$ cat src/rtl/light_phase_monitor_if.sv
// Lamp-pin, control and status bundle for the traffic-light phase monitor.
// master drives the lamp pins and controls; slave is the monitor.
interface light_phase_monitor_if;
  logic       R;
  logic       G;
  logic       tick_1hz;
  logic       override;
  logic       clr_err;
  logic [1:0] phase;
  logic       phase_valid;
  logic [3:0] dwell;
  logic       seq_err;
  logic       dwell_err;
  logic [2:0] err_code;

  modport master (
    output R, G, tick_1hz, override, clr_err,
    input  phase, phase_valid, dwell,
    input  seq_err, dwell_err, err_code
  );

  modport slave (
    input  R, G, tick_1hz, override, clr_err,
    output phase, phase_valid, dwell,
    output seq_err, dwell_err, err_code
  );
endinterface

$ cat src/rtl/light_phase_monitor.sv
// Traffic-light phase monitor: debounces lamp pins, tracks phase and
// dwell time, and flags sequence and dwell faults with a sticky first code.
module light_phase_monitor #(
  parameter int DWELL_TICKS = 11,
  parameter int DWELL_TOL   = 1,
  parameter int STABLE_CYC  = 4
) (
  input logic                   clk,
  input logic                   reset,
  light_phase_monitor_if.slave  bus
);

  typedef enum logic {IDLE, TRACK} state_t;

  localparam logic [1:0] RED  = 2'b00;
  localparam logic [1:0] YEL  = 2'b01;
  localparam logic [1:0] GRN  = 2'b10;
  localparam logic [1:0] DARK = 2'b11;

  localparam logic [2:0] E_SEQ   = 3'b001;
  localparam logic [2:0] E_SHORT = 3'b010;
  localparam logic [2:0] E_STUCK = 3'b011;
  localparam logic [2:0] E_DARK  = 3'b100;

  localparam logic [3:0] LO    = 4'(DWELL_TICKS - DWELL_TOL);
  localparam logic [3:0] HI_M1 = 4'(DWELL_TICKS + DWELL_TOL);
  localparam int         CW    = $clog2(STABLE_CYC + 1);

  state_t      state, state_n;
  logic        r_s1, r_s2, g_s1, g_s2;
  logic [1:0]  dec, cand;
  logic [CW-1:0] cnt;
  logic        commit;

  logic [1:0]  phase_q, phase_n;
  logic        valid_q, valid_n;
  logic [3:0]  dwell_q, dwell_n, dwell_inc;
  logic        first_q, first_n;
  logic        seq_q, seq_n, derr_q, derr_n;
  logic [2:0]  code_q, code_n;

  logic        seq_hit, len_hit, stuck_hit, legal;
  logic [2:0]  seq_code;
  logic        seq_c, derr_c;
  logic [2:0]  code_c;

  always_comb begin
    dec = DARK;
    unique case ({r_s2, g_s2})
      2'b01: dec = RED;
      2'b11: dec = YEL;
      2'b10: dec = GRN;
      2'b00: dec = DARK;
    endcase
  end

  // cnt holds how many consecutive cycles dec has matched cand
  assign commit = (dec != phase_q) &&
    ((STABLE_CYC <= 1) ||
     (dec == cand && cnt == CW'(STABLE_CYC - 1)));

  always_ff @(posedge clk) begin
    if (!reset) begin
      r_s1 <= 1'b0;
      r_s2 <= 1'b0;
      g_s1 <= 1'b0;
      g_s2 <= 1'b0;
      cand <= DARK;
      cnt  <= '0;
    end else begin
      r_s1 <= bus.R;
      r_s2 <= r_s1;
      g_s1 <= bus.G;
      g_s2 <= g_s1;
      if (dec == phase_q || commit) begin
        cnt <= '0;
      end else if (dec != cand) begin
        cand <= dec;
        cnt  <= CW'(1);
      end else begin
        cnt <= cnt + CW'(1);
      end
    end
  end

  assign legal = (phase_q == RED && dec == YEL) ||
                 (phase_q == YEL && dec == GRN) ||
                 (phase_q == GRN && dec == RED);

  assign dwell_inc = (dwell_q == 4'd15) ? 4'd15 : dwell_q + 4'd1;

  always_comb begin
    state_n   = state;
    phase_n   = phase_q;
    valid_n   = valid_q;
    dwell_n   = dwell_q;
    first_n   = first_q;
    seq_hit   = 1'b0;
    len_hit   = 1'b0;
    stuck_hit = 1'b0;
    seq_code  = E_SEQ;
    unique case (state)
      IDLE: begin
        if (commit && dec != DARK) begin
          state_n = TRACK;
          phase_n = dec;
          valid_n = 1'b1;
          dwell_n = bus.tick_1hz ? 4'd1 : 4'd0;
          first_n = 1'b1;
        end
      end
      TRACK: begin
        if (commit) begin
          phase_n = dec;
          dwell_n = bus.tick_1hz ? 4'd1 : 4'd0;
          first_n = 1'b0;
          if (!bus.override) begin
            if (dec == DARK) begin
              seq_hit  = 1'b1;
              seq_code = E_DARK;
            end else if (phase_q != DARK && !legal) begin
              seq_hit = 1'b1;
            end
            // dwell_q is the pre-tick value even if a tick coincides
            len_hit = !first_q && (dwell_q < LO);
          end
        end else if (bus.tick_1hz) begin
          dwell_n   = dwell_inc;
          stuck_hit = !bus.override && (dwell_q == HI_M1);
        end
      end
    endcase
  end

  always_comb begin
    seq_c  = bus.clr_err ? 1'b0 : seq_q;
    derr_c = bus.clr_err ? 1'b0 : derr_q;
    code_c = bus.clr_err ? 3'b000 : code_q;
    seq_n  = seq_c | seq_hit;
    derr_n = derr_c | len_hit | stuck_hit;
    code_n = code_c;
    if (!seq_c && !derr_c) begin
      unique case (1'b1)
        seq_hit:   code_n = seq_code;
        len_hit:   code_n = E_SHORT;
        stuck_hit: code_n = E_STUCK;
        default:   code_n = code_c;
      endcase
    end
  end

  always_ff @(posedge clk) begin
    if (!reset) begin
      state   <= IDLE;
      phase_q <= DARK;
      valid_q <= 1'b0;
      dwell_q <= 4'd0;
      first_q <= 1'b0;
      seq_q   <= 1'b0;
      derr_q  <= 1'b0;
      code_q  <= 3'b000;
    end else begin
      state   <= state_n;
      phase_q <= phase_n;
      valid_q <= valid_n;
      dwell_q <= dwell_n;
      first_q <= first_n;
      seq_q   <= seq_n;
      derr_q  <= derr_n;
      code_q  <= code_n;
    end
  end

  assign bus.phase       = phase_q;
  assign bus.phase_valid = valid_q;
  assign bus.dwell       = dwell_q;
  assign bus.seq_err     = seq_q;
  assign bus.dwell_err   = derr_q;
  assign bus.err_code    = code_q;

endmodule

$ cat src/flat_wrapper.sv
// flat-port wrapper written by rule: the top's interface ports become plain ports
module light_phase_monitor_flat 
#(
  parameter int DWELL_TICKS = 11,
  parameter int DWELL_TOL   = 1,
  parameter int STABLE_CYC  = 4
)
  (clk, reset, bus_R, bus_G, bus_tick_1hz, bus_override, bus_clr_err, bus_phase, bus_phase_valid, bus_dwell, bus_seq_err, bus_dwell_err, bus_err_code);
  light_phase_monitor_if bus_i ();
  input logic clk;
  input logic reset;
  input wire logic [$bits(bus_i.R)-1:0] bus_R;
  input wire logic [$bits(bus_i.G)-1:0] bus_G;
  input wire logic [$bits(bus_i.tick_1hz)-1:0] bus_tick_1hz;
  input wire logic [$bits(bus_i.override)-1:0] bus_override;
  input wire logic [$bits(bus_i.clr_err)-1:0] bus_clr_err;
  output wire logic [$bits(bus_i.phase)-1:0] bus_phase;
  output wire logic [$bits(bus_i.phase_valid)-1:0] bus_phase_valid;
  output wire logic [$bits(bus_i.dwell)-1:0] bus_dwell;
  output wire logic [$bits(bus_i.seq_err)-1:0] bus_seq_err;
  output wire logic [$bits(bus_i.dwell_err)-1:0] bus_dwell_err;
  output wire logic [$bits(bus_i.err_code)-1:0] bus_err_code;
  assign bus_i.R = bus_R;
  assign bus_i.G = bus_G;
  assign bus_i.tick_1hz = bus_tick_1hz;
  assign bus_i.override = bus_override;
  assign bus_i.clr_err = bus_clr_err;
  assign bus_phase = bus_i.phase;
  assign bus_phase_valid = bus_i.phase_valid;
  assign bus_dwell = bus_i.dwell;
  assign bus_seq_err = bus_i.seq_err;
  assign bus_dwell_err = bus_i.dwell_err;
  assign bus_err_code = bus_i.err_code;
  light_phase_monitor #(.DWELL_TICKS(DWELL_TICKS), .DWELL_TOL(DWELL_TOL), .STABLE_CYC(STABLE_CYC)) u_core (.clk(clk), .reset(reset), .bus(bus_i));
endmodule
$ cat config.mk
export PLATFORM = sky130hd
export DESIGN_NAME = light_phase_monitor_flat
export DESIGN_NICKNAME = d
export VERILOG_FILES = /design/src/rtl/light_phase_monitor_if.sv /design/src/rtl/light_phase_monitor.sv /design/src/flat_wrapper.sv
export SDC_FILE = /design/constraint.sdc
export NUM_CORES = 1
export LEC_CHECK = 0
export BUFFER_PORTS_ARGS = -buffer_cell sky130_fd_sc_hd__buf_2
export CORE_MARGIN = 1.5
export CORE_UTILIZATION = 30
export DETAILED_ROUTE_END_ITERATION = 10
export PLACE_DENSITY = 0.58
export SYNTH_ARGS = -nofsm -noshare
export SYNTH_HDL_FRONTEND = slang
export SYNTH_SLANG_ARGS = --single-unit
$ cat constraint.sdc
create_clock -name clk -period 2.9 [get_ports clk]
set_clock_uncertainty 0.2 [all_clocks]
set_input_delay 0.145 -clock clk [delete_from_list [all_inputs] [get_ports clk]]
set_output_delay 0.145 -clock clk [all_outputs]
set_load 0.01 [all_outputs]
==> impl_metrics.py <==
metrics = {
    "outcome": {
        "status": "finished clean",
    },
    "timing": {
        "fin_setup_tns_ns": 0,
        "drv_slew": 0,
        "rsz0062_at_grt": "false",
        "hold_ws_ns": 0.006035,
        "setup-violations-final": 0,
        "fin_crit_ns": 2.539,
        "hold_viol": 0,
        "layout_worst_path_cycle_share": 0.8757,
        "worst_pin_slew_ns": 0.3288,
        "clock.fmax_mhz": 393.8,
        "relSlewSlack": 0.7797,
    },
    "layout": {
        "antenna_cells": 0,
        "seq_area_sq_um": 460.4,
        "nFillCells": 416,
        "nets": 172,
        "multiInputGateArea_sq_um": 718.2,
        "fin_util": 0.3611,
        "syn2layout_area_growth_pct": 17.18,
        "drive_gt1_frac": 0.2078,
        "final_cell_area_sq_um": 1434,
    },
    "hold_path": {
        "min_path_type": "in2reg",
    },
    "routing": {
        "drt_iter0_markers": 73,
        "drcViolationCount": 0,
        "wire_per_inst_microns": 12.44,
        "viasPerCell": 4.941,
        "drtPass1Iterations": 4,
        "vias": 1008,
        "final_antenna_net_count": 0,
        "wl_microns": 2538,
    },
    "logic_synthesis": {
        "syn_nets": 149,
        "synth-edff-count": 0,
        "yosysTopAreaCellShare": 0.3763,
        "synth_area_leaders": "dfxtp_1, ha_1, nor2_1, and2_1, a21oi_1",
        "ys_seq_area_frac": 0.3763,
        "synth.most_common_cell": "dfxtp_1",
        "synth_cell_types": 45,
        "ys_warn_count": 0,
        "synth_flop_cell": "dfxtp_1",
        "netlist_area_sq_um": 1224,
        "synth_cells": 132,
        "synth_seq_cells": 23,
        "yosys.area.top_type": "dfxtp_1",
        "async_flop_share": 0,
        "synth.avg_cell_area_sq_um": 9.270,
        "yosys-top-cells-count": "dfxtp_1, nor2_1, ha_1, inv_1, nand2_1",
    },
    "setup_path": {
        "startpoint_type": "register",
        "critPathKind": "reg2reg",
        "crit_fanout": 7,
        "cp.arrival_ns": 2.50,
        "critPathCaptureType": "register",
        "cp.required_ns": 2.86,
    },
    "floorplanning": {
        "dieWidth_microns": 66.87,
        "fp.dieH_microns": 66.87,
        "row_count": 23,
        "ios": 19,
        "die-area_sq_um": 4471,
        "start_util": 0.3081,
        "core_area_sq_um": 3971,
    },
    "clocking": {
        "ctsResizeCount": 0,
        "cts.sinks": 23,
        "cts_tree": "done",
        "clkLatencyLatePin_ns": 0.26,
        "clockRootBuffer": "clkbuf_8",
        "path_clk_slew_ns": 0.08,
        "cts_buffers": 3,
        "clk_path_buf_depth": 2,
        "ctsHoldBuffers": 2,
        "cts.htree.levels": 1,
        "cts_setup_buffers": 0,
    },
    "grt": {
        "antenna_found_initial": 0,
        "grt_pass1_wl_microns": 4422,
        "grt_pass1_vias": 1017,
        "globalRouteTotalUtil": 0.1292,
        "grt_overflow": 0,
        "grt_max_degree": 19,
    },
    "power": {
        "power.leakage_nw": 0.6040,
        "ir_drop_mv": 0.2364,
        "powerDensity_nw_per_um2": 408.6,
        "p_total_mw": 0.5859,
    },
    "placement": {
        "dp_hpwl_microns": 1921,
        "gp_congestion": 0.8471,
        "postPlaceCellArea_sq_um": 1369,
        "port_buffers": 18,
    },
    "flow_run": {
        "cap_violations": 0,
    },
}
-- through the flow --
stage,worst slack [ns],std cells
finish,0.3605,204
global route,0.1881,204
CTS,0.3369,204
detailed placement,0.3570,198
global placement,0.4502,198
floorplan,0.5486,132
-- registers in the layout (all words and copies together), names as in the netlist, 2 cells and up --
signal and cells:
u_core.bus.dwell 4, u_core.bus.err_code 3, u_core.cnt 3, u_core.bus.phase 2, u_core.cand 2
-- critical path, cell delays in order, from the launching register on --
cell and delay (ns):
dfxtp_1 0.39, inv_1 0.10, ha_1 0.28, o21bai_4 0.25, xor2_2 0.26, o211a_2 0.33
nand3_2 0.10, a31oi_1 0.19, mux2_1 0.33
-- placed cells by master, fill, tap and decap left out, types with 3 or more instances in the layout --
master,instances
buf_2,18
inv_1,9
a21oi_1,7
o21ai_0,6
dfxtp_1,23
o211ai_1,3
nand2_1,9
ha_1,10
a31oi_1,3
clkbuf_8,3
nor2_1,13
and2_1,6
-- path summary, 6_finish.rpt --
path         depth (start not counted)                      to   startpoint  slack, ns
max                                  8  u_core.bus.err_code[2]  u_core.g_s2       0.36
min                                  2          u_core.cand[0]        reset      0.006
max reg2reg                          8  u_core.bus.err_code[2]  u_core.g_s2       0.36
min reg2reg                          1             u_core.g_s2  u_core.g_s1       0.24
-- area by class of cell --
class,count,share of cell area
timing repair buffer,20,0.07679
tap,50,0.04363
clock buffer,4,0.03141
inverter,10,0.02618
multi-input combinational,97,0.5009
sequential,23,0.3211
-- report_power, final --
part	switching, mW	total (mW)	internal [mW]
Sequential	0.00468	0.327	0.323
Clock	0.103	0.201	0.0981
Combinational	0.0357	0.0579	0.0223
-- cell families after synthesis --
family | synth area share
AOI/OAI and AO/OA | 0.2270
DFF | 0.3763
xor gates and xnor gates | 0.04091
muxes | 0.02556
and+or+nand+nor | 0.1912
adders and majority gates | 0.1022
buffers and inverters | 0.03681
-- per-layer routing --
metal  vias to the layer above  part of all wire  GRT usage
li1                        515                 -          -
met2                        24              0.49     0.2213
met1                       467              0.46     0.1558
met4                         0            0.0051    0.03061
met5                         -                 0          0
met3                         2             0.053    0.04223
Power figures use the tool's default switching activity.
